===== src/rtl/fpga_top_if.sv =====
// fpga_top_if -- pin bundle of the audio effect board.
// Groups the ADC serial link, the Pi serial link, the effect switches and the
// LEDs so the top level and its bench share one set of names.
//   dinAdc          ADC DOUT into the FPGA
//   switch[3:0]     [1:0] effect, [2] hold, [3] mute
//   sclkAdc/doutAdc/ncsAdc   ADC serial clock, command bits, chip select (low)
//   sclkPi/doutPi/ncsPi      Pi link serial clock, data, chip select (low)
//   led[7:0]        processed sample bits [9:2]
// Modports: master = FPGA side (drives both serial links), slave = board side.
interface fpga_top_if;
   logic       dinAdc;
   logic [3:0] switch;
   logic       sclkAdc;
   logic       doutAdc;
   logic       ncsAdc;
   logic       sclkPi;
   logic       doutPi;
   logic       ncsPi;
   logic [7:0] led;

   modport master (
      input  dinAdc, switch,
      output sclkAdc, doutAdc, ncsAdc, sclkPi, doutPi, ncsPi, led
   );

   modport slave (
      output dinAdc, switch,
      input  sclkAdc, doutAdc, ncsAdc, sclkPi, doutPi, ncsPi, led
   );
endinterface


===== src/rtl/fpga_top.sv =====
// fpga_top -- reads 10-bit samples from a serial ADC, applies a switch-selected
// effect and streams each processed sample to a Pi over a second serial link.
// Ports:
//   clk    system clock, rising edge
//   reset  asynchronous, active-high
//   io     fpga_top_if.master: ADC link, Pi link, switches, LEDs
// One ADC frame is 288 clk (18 sclk periods of 16 clk); ncsAdc is low for the
// first 256 clk. The sample is complete after period 15, y is registered on the
// next clk and a 256-clk Pi frame starts one clk later, so it always finishes
// before the following update.
module fpga_top (
   input  logic       clk,
   input  logic       reset,
   fpga_top_if.master io
);

   localparam logic [3:0] ADC_CMD    = 4'b1101;
   localparam logic [8:0] FRAME_LAST = 9'd287;
   localparam logic [8:0] Y_UPDATE   = 9'd248;
   localparam logic [8:0] PI_LAUNCH  = 9'd249;

   typedef enum logic {PI_IDLE, PI_SEND} pi_state_t;

   logic       running_q, running_d;
   logic [8:0] frame_cnt_q, frame_cnt_d;
   logic [9:0] shift_q, shift_d;
   logic [9:0] y_q, y_d;
   pi_state_t  pi_state_q, pi_state_d;
   logic [7:0] pi_cnt_q, pi_cnt_d;
   logic [15:0] pi_word_q, pi_word_d;

   logic [4:0] period;
   logic [3:0] phase;
   logic       adc_window;
   logic       sample_now;
   logic       update_now;
   logic       pi_start;
   logic       pi_active;
   logic [9:0] effect_y;

   // Frame position decode. running_q stays low during reset so the first
   // frame begins with the first clk after release, not during reset.
   assign period     = frame_cnt_q[8:4];
   assign phase      = frame_cnt_q[3:0];
   assign adc_window = running_q && !frame_cnt_q[8];
   assign sample_now = adc_window && (phase == 4'd7) && (period >= 5'd6);
   assign update_now = running_q && (frame_cnt_q == Y_UPDATE);
   assign pi_start   = running_q && (frame_cnt_q == PI_LAUNCH);
   assign pi_active  = (pi_state_q == PI_SEND);

   // Effect applied to the assembled sample; mute and hold are handled when
   // y is updated so that mute wins over hold.
   always_comb begin
      effect_y = shift_q;
      case (io.switch[1:0])
         2'b00:   effect_y = shift_q;
         2'b01:   effect_y = 10'd1023 - shift_q;
         2'b10:   effect_y = {1'b0, shift_q[9:1]} + 10'd256;
         default: effect_y = shift_q & 10'h3C0;
      endcase
   end

   // Next-state for the ADC side: free-running frame counter, the sample
   // shifter (clocked in on the edge that raises sclkAdc) and the y register,
   // which is the only place the switches are looked at.
   always_comb begin
      running_d   = 1'b1;
      frame_cnt_d = frame_cnt_q;
      shift_d     = shift_q;
      y_d         = y_q;
      if (running_q) begin
         frame_cnt_d = (frame_cnt_q == FRAME_LAST) ? 9'd0 : frame_cnt_q + 9'd1;
      end
      if (sample_now) begin
         shift_d = {shift_q[8:0], io.dinAdc};
      end
      if (update_now) begin
         if (io.switch[3]) begin
            y_d = 10'd512;
         end else if (!io.switch[2]) begin
            y_d = effect_y;
         end
      end
   end

   // Pi transmitter: idles until launched by the frame counter, latches the
   // word so later y changes cannot corrupt a frame in flight, then counts
   // out 16 bit periods of 16 clk each.
   always_comb begin
      pi_state_d = pi_state_q;
      pi_cnt_d   = pi_cnt_q;
      pi_word_d  = pi_word_q;
      case (pi_state_q)
         PI_IDLE: begin
            if (pi_start) begin
               pi_state_d = PI_SEND;
               pi_cnt_d   = 8'd0;
               pi_word_d  = {6'b0, y_q};
            end
         end
         PI_SEND: begin
            pi_cnt_d = pi_cnt_q + 8'd1;
            if (pi_cnt_q == 8'd255) begin
               pi_state_d = PI_IDLE;
               pi_word_d  = 16'd0;
            end
         end
         default: pi_state_d = PI_IDLE;
      endcase
   end

   // State registers; reset clears everything, which also aborts any frame
   // in progress and throws away a partially shifted sample.
   always_ff @(posedge clk or posedge reset) begin
      if (reset) begin
         running_q   <= 1'b0;
         frame_cnt_q <= 9'd0;
         shift_q     <= 10'd0;
         y_q         <= 10'd0;
         pi_state_q  <= PI_IDLE;
         pi_cnt_q    <= 8'd0;
         pi_word_q   <= 16'd0;
      end else begin
         running_q   <= running_d;
         frame_cnt_q <= frame_cnt_d;
         shift_q     <= shift_d;
         y_q         <= y_d;
         pi_state_q  <= pi_state_d;
         pi_cnt_q    <= pi_cnt_d;
         pi_word_q   <= pi_word_d;
      end
   end

   // Serial outputs are decoded from the counters. Data bits change at the
   // start of a period, while the serial clock is still low.
   assign io.ncsAdc  = !adc_window;
   assign io.sclkAdc = adc_window && phase[3];
   assign io.doutAdc = adc_window && (period < 5'd4) && ADC_CMD[2'd3 - period[1:0]];
   assign io.ncsPi   = !pi_active;
   assign io.sclkPi  = pi_active && pi_cnt_q[3];
   assign io.doutPi  = pi_active && pi_word_q[4'd15 - pi_cnt_q[7:4]];
   assign io.led     = y_q[9:2];

endmodule


===== src/flat_wrapper.sv =====
// flat-port wrapper written by rule: the top's interface ports become plain ports
module fpga_top_flat 
  (clk, reset, io_dinAdc, io_switch, io_sclkAdc, io_doutAdc, io_ncsAdc, io_sclkPi, io_doutPi, io_ncsPi, io_led);
  fpga_top_if io_i ();
  input  logic clk;
  input  logic reset;
  input wire logic [$bits(io_i.dinAdc)-1:0] io_dinAdc;
  input wire logic [$bits(io_i.switch)-1:0] io_switch;
  output wire logic [$bits(io_i.sclkAdc)-1:0] io_sclkAdc;
  output wire logic [$bits(io_i.doutAdc)-1:0] io_doutAdc;
  output wire logic [$bits(io_i.ncsAdc)-1:0] io_ncsAdc;
  output wire logic [$bits(io_i.sclkPi)-1:0] io_sclkPi;
  output wire logic [$bits(io_i.doutPi)-1:0] io_doutPi;
  output wire logic [$bits(io_i.ncsPi)-1:0] io_ncsPi;
  output wire logic [$bits(io_i.led)-1:0] io_led;
  assign io_i.dinAdc = io_dinAdc;
  assign io_i.switch = io_switch;
  assign io_sclkAdc = io_i.sclkAdc;
  assign io_doutAdc = io_i.doutAdc;
  assign io_ncsAdc = io_i.ncsAdc;
  assign io_sclkPi = io_i.sclkPi;
  assign io_doutPi = io_i.doutPi;
  assign io_ncsPi = io_i.ncsPi;
  assign io_led = io_i.led;
  fpga_top u_core (.clk(clk), .reset(reset), .io(io_i));
endmodule

===== config.mk =====
export PLATFORM = sky130hd
export DESIGN_NAME = fpga_top_flat
export DESIGN_NICKNAME = d
export VERILOG_FILES = /design/src/rtl/fpga_top_if.sv /design/src/rtl/fpga_top.sv /design/src/flat_wrapper.sv
export SDC_FILE = /design/constraint.sdc
export NUM_CORES = 1
export LEC_CHECK = 0
export ABC_AREA = 1
export BUFFER_PORTS_ARGS = -buffer_cell sky130_fd_sc_hd__buf_2
export CAP_MARGIN = 30
export CORE_MARGIN = 1
export CORE_UTILIZATION = 60
export CTS_CLUSTER_SIZE = 16
export DETAILED_ROUTE_END_ITERATION = 8
export PLACE_DENSITY_LB_ADDON = 0.25
export REMOVE_ABC_BUFFERS = 1
export SLEW_MARGIN = 20
export SYNTH_ARGS = -nofsm -noshare
export SYNTH_HDL_FRONTEND = slang
export SYNTH_SLANG_ARGS = --single-unit

===== constraint.sdc =====
create_clock -name clk -period 2.8 [get_ports clk]
set_clock_uncertainty 0.15 [all_clocks]
set_input_delay 0.14 -clock clk [delete_from_list [all_inputs] [get_ports clk]]
set_output_delay 0.14 -clock clk [all_outputs]
set_load 0.01 [all_outputs]

Word-level counts from Yosys, hierarchy flattened
Index checks and enable logic that the tools add are counted.
{ "totals": {"reg_bits": 55, "input_bits": 7, "output_inout_bits": 14, "wordCells": 60} }
{ "op_classes": {"n_addsub": 6, "order_cmp": 4, "eq_ne": 10, "n_mux": 16, "bitwise": 1, "n_reduce_logical": 16} }
{ "ops": {"columns": ["cell", "n"], "rows": [
  ["2-to-1 mux 16 bit", 2],
  ["case mux 16 bit (2 select lines)", 1],
  ["case mux 10 bit (3 select lines)", 1],
  ["2-to-1 mux 10 bit", 2],
  ["== test 9 x 8 -> 1 bit (second input constant)", 2],
  ["case mux 8 bit (2 select lines)", 1],
  ["adder 9 x 9 -> 10 bit (second input constant)", 1],
  ["logical AND 1 bit", 10],
  ["subtractor 10 bit (first input constant)", 1],
  ["adder 9 x 1 -> 9 bit (second input constant)", 1],
  ["== test 9 bit (second input constant)", 1],
  ["2-to-1 mux 9 bit", 1],
  ["adder 8 x 1 -> 8 bit (second input constant)", 1],
  ["== test 8 bit (second input constant)", 1],
  ["2-to-1 mux 8 bit", 1],
  [">= comparator 5 x 3 -> 1 bit (second input constant)", 1],
  ["< comparator 4 x 5 -> 1 bit (second input constant)", 1],
  ["< comparator 5 x 3 -> 1 bit (second input constant)", 1],
  ["binary-select mux 1 bit (select 4 bit)", 1],
  ["== test 4 x 3 -> 1 bit (second input constant)", 1],
  ["2-to-1 mux 1 bit", 4],
  ["!= test 2 x 1 -> 1 bit (second input constant)", 2],
  ["AND reduction 2 bit", 2],
  ["subtractor 4 bit (first input constant)", 1],
  ["other kinds (10)", 12]
]} }

Longest topological paths before layout
Gate-level depths: netlist (run 1).
{ "depth": {"word_depth": 4, "mapped_depth": 9, "ltp_nobuf": 8} }

Worst setup path after synthesis (run 1)
No wires, ideal clock.
{ "synth_timing": {"path_type": "flip-flop to output port", "startpoint": "register u_core.pi_cnt_q[4]", "endpoint": "output io_doutPi", "arrival_ps": 1146, "t_required_ps": 2510, "path_slack_ps": 1364, "path_stages_with_launch": 6, "n_path_buf": 1, "path_cell_list": "dfrtp_1 buf_2 inv_1 nand2_1 a211o_1 a21oi_1"} }
{ "synth_between": {"elab_chain_cells": 4} }
{ "synth_rtl": {"columns": ["element", "line", "text"], "rows": [
  ["start: declaration", "fpga_top.sv:29", "logic [7:0] pi_cnt_q, pi_cnt_d;"],
  ["start signal: assignment", "fpga_top.sv:129", "pi_cnt_q <= pi_cnt_d;"],
  ["subtractor 4 bit", "fpga_top.sv:141", "assign io.doutPi = pi_active && pi_word_q[4'd15 - pi_cnt_q[7:4]];"],
  ["binary-select mux 1 bit (select 4 bit)", "fpga_top.sv:141", null],
  ["2-to-1 mux 1 bit (implied by the code)", "fpga_top.sv:141", null],
  ["logical AND 1 bit", "fpga_top.sv:141", null],
  ["end: declaration", "flat_wrapper.sv:13", "output wire logic [$bits(io_i.doutPi)-1:0] io_doutPi;"]
]} }
No other way between the ends. The select of a mux whose other input is x is not followed.

Worst setup path in the final report (run 1)
Ends and elaborated chain as after synthesis.

==> impl_metrics.tcl, run 1 <==
set metrics [dict create \
    worst-r2r-setup-slack_ps 950 \
    ys_seq_elements 49 \
    rsz0062_at_grt "no" \
    io_pins 21 \
    numCtsBuffers 5 \
    cts_max_level 2 \
    wire_per_inst_um 12.2 \
    power_per_cell_area_nw_per_um2 540 \
    dieArea_sq_um 4620 \
    ys_warn_count 0 \
    status "complete, no violations" \
    ys_types 31 \
    area_growth_pct 8.49 \
    finalCriticalPeriod_ps 1910 \
    grt-ovfl-total 0 \
    cp_cell_sequence "inv_1 > nand2_1 > a211o_1 > a21oi_1 > buf_2" \
    hold_violations 0 \
    die_w_um 67.9 \
    min_path_type "primary input to flop" \
    core_sq_um 4090 \
    vias_per_cell 5.23 \
    critPathSlowestCell "dfrtp_1" \
    grt_max_degree 33 \
    fmax_ghz 0.525 \
    grt_pass1_wl_um 8090 \
    cts.sinks 49 \
    root_buffer "clkbuf_8" \
    arrival_ps 1620 \
    die_y_um 67.9 \
    maxSlewViolCount 0 \
    ant_nets 0 \
    critPathKind "flop to output pin" \
    dpl.hpwl_um 3480 \
    finalCritPeriodShare_pct 68.1 \
    setup_tns_ps 0 \
    drc 0 \
    grt_pass1_vias 1864 \
    antenna_found_initial 0 \
    clk_latency_ps 300 \
    routed_wl_um 4790 \
    required_ps 2510 \
    gp_congestion 0.885 \
    synth_top_area_share_pct 47.0 \
    netlist_area_sq_um 2610 \
    worstMarginPinSlew_ps 631 \
    first_pass_iters 4 \
    vias 2062 \
    syn_inst 328 \
    netlist_top_cells_area "dfrtp_1 (47%), nand2_1 (13%), inv_1 (6.0%)" \
    cts_tree "done" \
    final_nets 354 \
    path_clk_slew_ps 90 \
    layout-drive-gt1-share_pct 12.5 \
    synth_area_per_cell_sq_um 7.95 \
    ys_seq_area_share_pct 47.0 \
    post_cts_buffers 0 \
    slew_headroom_pct 57.8 \
    vdd_drop_max_mv 0.362 \
    antenna_cells 0 \
    setup_violations 0 \
    max_stage_delay_ps 490 \
    row_count 23 \
    drt_iter0_markers 139 \
    finalPower_mw 1.53 \
    critPathCaptureType "output pin" \
    port_buffers 20 \
    startpoint_type "flop" \
    leakagePower_nw 1.41 \
    maxCapViolCount 0 \
    track_usage_pct 23.6 \
    ctsLongestPathBuffers 2 \
    start_util_pct 63.8 \
    yosys.area.top_type "dfrtp_1" \
    crit_fanout 9 \
]
==> layer usage <==
layer,GRT usage [%],share of wire (%),vias up
met2,37.7,47,37
met1,31.3,49,954
met5,0,0,-
met3,4.83,2.9,6
met4,8.85,1.4,0
li1,-,-,1065
==> path summary, 6_finish.rpt <==
path,cells past startpoint,end,startpoint
min in group asynchronous,3,u_core.pi_cnt_q[0],reset
max in group asynchronous,4,u_core.shift_q[9],reset
hold / removal,4,u_core.y_q[6],io_switch[3]
setup / recovery,5,io_doutPi,u_core.pi_cnt_q[4]
setup reg to reg,5,u_core.shift_q[3],u_core.frame_cnt_q[0]
hold reg to reg,2,u_core.pi_word_q[1],u_core.pi_word_q[1]
==> cells by family (layout without fill, tap and decap cells) <==
logic type | Yosys count | in the layout | synth area share [%]
flops | 49 | 49 | 47.0
fa+ha+maj | 4 | 4 | 1.92
simple gates | 171 | 171 | 29.8
other cells | 1 | 1 | 0.144
buf+inv | 57 | 73 | 9.93
compound gates | 40 | 40 | 9.16
xor+xnor | 6 | 6 | 2.01
==> through the flow <==
step | utilization [%] | instances | hold slack (ps) | area (sq um) | worst slack (ps)
3_3_place_gp | 65.3 | 383 | 245 | 2670 | 942
3_5_place_dp | 65.8 | 384 | -8.02 | 2690 | 953
6_report | 69.3 | 394 | 63.6 | 2830 | 894
2_1_floorplan | - | 313 | 149 | 2510 | 1250
5_1_grt | 69.3 | 394 | 78.6 | 2830 | 719
4_1_cts | 69.3 | 394 | 56.3 | 2830 | 876
==> synthesized netlist by cell type, drive strengths merged <==
library cell  number
nor3b              2
o21bai             2
xnor2              1
a211o              1
buf               13
clkbuf             2
dfrtp             49
nor2              34
nand2             98
nand3b             2
nand3             28
nor3               5
nand4              2
inv               42
o22ai              6
ha                 4
conb               1
o21ai             18
a21oi              7
xor2               5
o221ai             6
==> cell type report <==
type	count	area (sq um)
Fill cell	349	1260
Sequential cell	49	1230
Multi-Input combinational cell	222	1120
Inverter	42	158
Timing Repair Buffer	23	140
Clock buffer	6	82.6
Tap cell	50	62.6
Clock inverter	2	37.5
==> placed cells by master, fill, tap and decap left out, types with 2 or more instances in the layout <==
cell type / netlist / routed
nand2_1: 93 / 93
dfrtp_1: 49 / 49
inv_1: 42 / 41
nor2_1: 29 / 29
nand3_1: 26 / 26
buf_2: 3 / 20
o21ai_0: 16 / 16
a21oi_1: 7 / 7
o22ai_1: 6 / 6
o221ai_1: 6 / 6
clkbuf_8: 0 / 6
xor2_1: 5 / 5
nor3_1: 5 / 5
nand2_2: 4 / 4
ha_1: 4 / 4
nor2_4: 3 / 3
nor3b_1: 2 / 2
nand3b_1: 2 / 2
nand3_2: 2 / 2
o21bai_1: 2 / 2
o21ai_1: 2 / 2
dlygate4sd3_1: 0 / 2
==> flip-flops by register name, summed over array words and instances (netlist names) <==
name	flops
u_core.pi_word_q	10
u_core.shift_q	10
u_core.y_q	10
u_core.frame_cnt_q	9
u_core.pi_cnt_q	8
u_core.pi_active	1
u_core.running_q	1
==> worst max-delay path, delay by kind of cell, from the launching register on <==
kind / cells / cell delay (ps)
AOI/OAI and AO/OA: 2 / 400
buffers and inverters: 2 / 360
and+or+nand+nor: 1 / 80
DFF: 1 / 490
==> report_power, final <==
group / internal, mW / switching (mW) / total, mW
Sequential: 0.746 / 0.0556 / 0.801
Combinational: 0.0758 / 0.125 / 0.201
Clock: 0.290 / 0.236 / 0.526
Total: 1.11 / 0.416 / 1.53
==> timing repair <==
action / CTS / global route
resized for setup: 0 / 0
hold endpoints to repair: 37 / 0
hold buffers: 2 / 0
(Power assumes the default switching activity.)
==> run 2, diff against run 1 <==
--- a/config.mk
+++ b/config.mk
@@ -5,11 +5,11 @@
 export SDC_FILE = /design/constraint.sdc
 export NUM_CORES = 1
 export LEC_CHECK = 0
-export ABC_AREA = 1
+export ABC_AREA = 0
 export BUFFER_PORTS_ARGS = -buffer_cell sky130_fd_sc_hd__buf_2
 export CAP_MARGIN = 30
 export CORE_MARGIN = 1
-export CORE_UTILIZATION = 60
+export CORE_UTILIZATION = 59
 export CTS_CLUSTER_SIZE = 16
 export DETAILED_ROUTE_END_ITERATION = 8
 export PLACE_DENSITY_LB_ADDON = 0.25
==> constraint.sdc (replaced) <==
create_clock -name clk -period 1.9 [get_ports clk]
set_clock_uncertainty 0.15 [all_clocks]
set_input_delay 0.095 -clock clk [delete_from_list [all_inputs] [get_ports clk]]
set_output_delay 0.095 -clock clk [all_outputs]
set_load 0.01 [all_outputs]
==> run 2 against run 1 <==
Synthesized cell count decreased by 27%. Register-to-register slack got worse by 870 ps. Utilization increased by 2.5 points. Power increased by 53%. Die area increased by 1.3%. Critical path type unchanged. Sequential share of layout area decreased by 1.7 points. Count of clock-buffer cells in the layout unchanged.
==> impl_metrics.tcl, run 2 <==
set metrics [dict create \
    drc 0 \
    synth_top_area_share_pct 47.2 \
    setup_violations 0 \
    critPathCaptureType "output pin" \
    ys_seq_elements 49 \
    vias 1810 \
    power_per_cell_area_nw_per_um2 792 \
    ys_warn_count 0 \
    synthFlopType "dfrtp_1" \
    die_w_um 68.4 \
    place_inst 303 \
    cts_max_level 2 \
    start_util_pct 63.2 \
    grt-ovfl-total 0 \
    crit_fanout 4 \
    drt_iter0_markers 80 \
    antenna_found_initial 0 \
    row_count 23 \
    max_stage_delay_ps 510 \
    die_y_um 68.4 \
    fill_cells 289 \
    postPlaceCellArea_sq_um 2750 \
    fin_area_sq_um 2950 \
    layout-drive-gt1-share_pct 32.8 \
    vdd_drop_max_mv 0.496 \
    largestRegisters "u_core.pi_word_q: 10 flops, u_core.shift_q: 10 flops, u_core.y_q: 10 flops" \
    cts.sinks 49 \
    dpl.hpwl_um 3230 \
    port_buffers 20 \
    leakagePower_nw 1.41 \
    first_pass_iters 5 \
    setup_tns_ps 0 \
    io_pins 21 \
    timing.rr.start "u_core.frame_cnt_q[1]" \
    synth_area_per_cell_sq_um 10.8 \
    root_buffer "clkbuf_8" \
    final_nets 275 \
    slew_headroom_pct 66.7 \
    synth-edff-count 0 \
    worst-path-buf-inv 1 \
    required_ps 1650 \
    fin_util_pct 71.7 \
    hold_violations 0 \
    gp_congestion 0.779 \
    ant_nets 0 \
    worstMarginPinSlew_ps 499 \
    final_cell_count_no_fill 315 \
    path_delay_family "multiplexers" \
    clk_latency_ps 310 \
    ys_seq_area_share_pct 47.2 \
    finalCritPeriodShare_pct 99.9 \
    worst-r2r-setup-slack_ps 80 \
    wire_per_inst_um 14.9 \
    ctsLongestPathBuffers 2 \
    vias_per_cell 5.75 \
    min_path_type "primary input to flop" \
    yosys.area.top_type "dfrtp_1" \
    startpoint_type "flop" \
    ys_async_sr_fraction_pct 100 \
    hold_start "io_switch[3]" \
    finalCriticalPeriod_ps 1900 \
    path_clk_slew_ps 90 \
    fmax_ghz 0.527 \
    grt_max_degree 29 \
    critical_path.startpoint "u_core.pi_cnt_q[4]" \
    syn_inst 241 \
    synth_most_common_cell "dfrtp_1" \
    final_common_cell "dfrtp_1" \
    netlist_top_cells_area "dfrtp_1 (47%), mux2_2 (8.7%), xnor2_1 (3.7%)" \
    status "complete, no violations" \
    cts_tree "done" \
    numCtsBuffers 5 \
    grt_pass1_wl_um 7560 \
    netlist_area_sq_um 2600 \
    synthTopCellsByCount "dfrtp_1 (49), nand2_1 (22), mux2_2 (20)" \
    critPathSlowestCell "mux4_2" \
    critPathKind "flop to output pin" \
    ys_types 42 \
    routed_wl_um 4690 \
    dieArea_sq_um 4680 \
    maxSlewViolCount 0 \
    antenna_cells 0 \
    area_growth_pct 13.5 \
    track_usage_pct 22.5 \
    grt_pass1_vias 1697 \
    core_sq_um 4120 \
    rsz0062_at_grt "yes" \
    layout_common_cells "dfrtp_1 (47), nand2_1 (22), mux2_2 (20), buf_2 (20), nand3_1 (14)" \
    arrival_ps 1650 \
    maxCapViolCount 0 \
    cp_cell_sequence "mux4_2 > o211ai_1 > o41ai_1 > buf_2" \
]
[run 2: cells by family (layout without fill, tap and decap cells)]
| family | count (synthesis) | count (layout) | share of synthesized area, % |
|---|---|---|---|
| buffers and inverters | 31 | 55 | 7.12 |
| multiplexers | 29 | 29 | 12.6 |
| AND/OR/NAND/NOR | 72 | 72 | 14.1 |
| other | 1 | 1 | 0.144 |
| AO/OA/AOI/OAI | 40 | 40 | 11.8 |
| flip-flops | 49 | 49 | 47.2 |
| XOR/XNOR | 15 | 15 | 5.05 |
| adder cells (fa/ha/maj) | 4 | 4 | 1.93 |
[run 2: worst reg2reg max path: stages (launching register included)]
cell      delay (ps)
dfrtp_1          400
inv_2             70
ha_2             170
nand2b_1          60
or4_4            530
buf_12           170
nand3_1          100
o21ai_2           70
[run 2: final timing paths]
check,cells past startpoint,endpoint
worst max-delay path,4,io_doutPi
worst min-delay path,3,u_core.y_q[9]
worst max register to register,7,u_core.pi_word_q[5]
worst min register to register,1,u_core.y_q[0]
max in group asynchronous,4,u_core.frame_cnt_q[0]
min in group asynchronous,3,u_core.pi_cnt_q[3]
[run 2: per-stage QoR]
stage                     hold WS [ps]  total power, mW  worst slack [ps]
after floorplan                   95.6             1.42              -206
after global placement           -7.95             1.54              75.4
after detailed placement         -7.97             1.56              25.1
after CTS                         33.6             2.34             -23.3
after global routing              67.0             2.45             -92.2
final                             30.0             2.34              1.57
[run 2: power breakdown]
part	switching, mW	internal (mW)	leakage, nW
logic	0.200	0.173	0.690
clock network	0.350	0.428	0.0574
registers	0.0746	1.11	0.662
total	0.624	1.71	1.41
[run 2: final cells by class]
cell class	count	area [sq um]	area share, %
multi-input combinational	161	1210	41.0
clock buffer	6	82.6	2.80
sequential	49	1230	41.6
timing repair buffer	38	295	10.0
clock inverter	2	37.5	1.27
tap	50	62.6	2.12
inverter	9	33.8	1.14
[run 2: routing by layer]
layer,GRT usage (%),share of wire (%)
met1,28.4,46
met3,6.00,4.0
met4,10.7,2.0
met5,0,0
met2,35.5,48
[run 2: repair_timing]
item                                    4_1_cts  5_1_grt
setup buffers                                 0        1
endpoints found under the hold margin        22        0
gates resized for setup                       1        7
pin swaps                                     0        1
gates cloned                                  0        1
endpoints found under the setup margin        1       22
hold buffers                                  2        0
==> run 3, diff against run 2 <==
--- a/config.mk
+++ b/config.mk
@@ -13,6 +13,7 @@
 export CTS_CLUSTER_SIZE = 16
 export DETAILED_ROUTE_END_ITERATION = 8
 export PLACE_DENSITY_LB_ADDON = 0.25
+export RECOVER_POWER = 100
 export REMOVE_ABC_BUFFERS = 1
 export SLEW_MARGIN = 20
 export SYNTH_ARGS = -nofsm -noshare
==> run 3 against run 2 <==
Fmax grew 0.23%. Sequential power is essentially flat. Routed wire length rose by 0.15%. First-iteration DRC count up 15%. Critical path depth unchanged. Sequential share of layout area rose by 1.0 points. Utilization is 1.8 points lower. Final cell count did not move. Combinational power is 5% lower. Power is 1.2% lower. Clock power decreased by 0.5%. Critical path type unchanged. Largest cell class unchanged.
==> impl_metrics.tcl, run 3 (synthesized netlist as in run 2, its figures left out) <==
set metrics [dict create \
    worst-path-buf-inv 1 \
    path_clk_slew_ps 90 \
    cts.sinks 49 \
    row_count 23 \
    final_nets 275 \
    status "complete, no violations" \
    path_delay_family "multiplexers" \
    cts_tree "done" \
    crit_fanout 4 \
    arrival_ps 1650 \
    pwr-share-comb_pct 15.3 \
    wire_per_inst_um 14.9 \
    hold_violations 0 \
    dieArea_sq_um 4680 \
    cts_max_level 2 \
    leakagePower_nw 1.35 \
    drc 0 \
    final_common_cell "dfrtp_1" \
    first_pass_iters 4 \
    drt_iter0_markers 92 \
    max_stage_delay_ps 510 \
    finalCriticalPeriod_ps 1890 \
    p_sw_share_pct 26.7 \
    ant_nets 0 \
    setup_violations 0 \
    vias 1816 \
    numCtsBuffers 5 \
    grt_max_degree 29 \
    grt-ovfl-total 0 \
    maxSlewViolCount 0 \
    p_sw_uw 615 \
    core_sq_um 4120 \
    fmax_ghz 0.528 \
    antenna_found_initial 0 \
    critPathSlowestCell "mux4_2" \
    layout_common_cells "dfrtp_1 (48), nand2_1 (22), mux2_2 (20)" \
    rsz0062_at_grt "yes" \
    cp_cell_sequence "mux4_2 > o211ai_1 > o41ai_1 > buf_2" \
    cellInternalPower_mw 1.69 \
    track_usage_pct 22.5 \
    p_seq_share_pct 51.1 \
    vdd_drop_max_mv 0.493 \
    power_per_cell_area_nw_per_um2 802 \
    antenna_cells 0 \
    clk_latency_ps 300 \
    finalCritPeriodShare_pct 99.7 \
    die_w_um 68.4 \
    start_util_pct 63.2 \
    dpl.hpwl_um 3230 \
    finalPower_mw 2.31 \
    grt_pass1_vias 1697 \
    slew_headroom_pct 44.0 \
    port_buffers 20 \
    worstMarginPinSlew_ps 840 \
    layout-drive-gt1-share_pct 24.5 \
    die_y_um 68.4 \
    startpoint_type "flop" \
    gp_congestion 0.779 \
    maxCapViolCount 0 \
    min_path_type "primary input to flop" \
    area_growth_pct 10.7 \
    largestRegisters "u_core.pi_word_q: 10 flops, u_core.shift_q: 10 flops, u_core.y_q: 10 flops" \
    critPathKind "flop to output pin" \
    routed_wl_um 4700 \
    vias_per_cell 5.77 \
    ctsLongestPathBuffers 2 \
    critPathCaptureType "output pin" \
    io_pins 21 \
    required_ps 1650 \
    holdWs_ps 29.6 \
    grt_pass1_wl_um 7560 \
    root_buffer "clkbuf_8" \
    clockPowerShare_pct 33.5 \
]
-- run 3: cell types whose count changed in the layout (fill, tap and decap cells not counted), sizes merged --
cell / change
clkbuf: +16
buf: -16
-- run 3: worst paths after layout --
path,endpoint,start,cells past startpoint,slack (ps)
max in group asynchronous,u_core.shift_q[2],reset,4,280
min in group asynchronous,u_core.pi_cnt_q[3],reset,3,340
max,io_doutPi,u_core.pi_cnt_q[4],4,6
max reg2reg,u_core.pi_word_q[5],u_core.frame_cnt_q[0],6,60
min,u_core.y_q[9],io_switch[3],3,30
min reg2reg,u_core.y_q[0],u_core.y_q[0],1,360
-- run 3: worst register-to-register path: cells and delay by family, from the launching register on --
family / cells / cell delay (ps)
flops: 1 / 450
compound gates: 1 / 90
fa+ha+maj: 1 / 200
simple gates: 3 / 670
buf+inv: 1 / 180
-- run 3: layout make-up --
class	instances	area, sq um
fillers	312	1240
flip-flops and latches	49	1230
multi-input cells	161	1180
repair buffers	38	250
clock buffers	6	82.6
well taps	50	62.6
clock inverters	2	37.5
inverters	9	33.8
-- run 3: power by group through the flow --
stage	clock, mW	sequential (mW)	combinational, mW
3_5_place_dp	0	1.20	0.365
5_1_grt	0.831	1.19	0.403
4_1_cts	0.791	1.18	0.369
6_report	0.774	1.18	0.354
3_3_place_gp	0	1.19	0.349
2_1_floorplan	0	1.20	0.213
-- run 3: routing by layer --
layer	part of all wire [%]	GRT usage (%)	wire, um	up-vias
met5	0	0	0	-
li1	-	-	-	887
met4	2.0	10.7	92	0
met2	48	35.5	2260	36
met1	46	28.4	2150	882
met3	4.1	6.00	195	11
-- run 3: repair_timing --
| action | 4_1_cts | 5_1_grt |
|---|---|---|
| cloned | 0 | 1 |
| gates resized for setup | 1 | 7 |
| setup buffers | 0 | 1 |
| pin swaps | 0 | 1 |
| hold buffers | 2 | 0 |
| hold endpoints to repair | 22 | 0 |
| setup endpoints to repair | 1 | 22 |
-- run 3: through the flow --
stage	cells	area, sq um	setup slack, ps	setup TNS (ps)	util, %
floorplan	219	2450	-206	-2350	-
global placement	303	2750	75.4	0	66.9
detailed placement	303	2750	25.1	0	66.9
CTS	313	2900	-23.3	-23.3	70.4
global route	315	2880	-92.2	-569	69.9
finish	315	2880	5.98	0	69.9
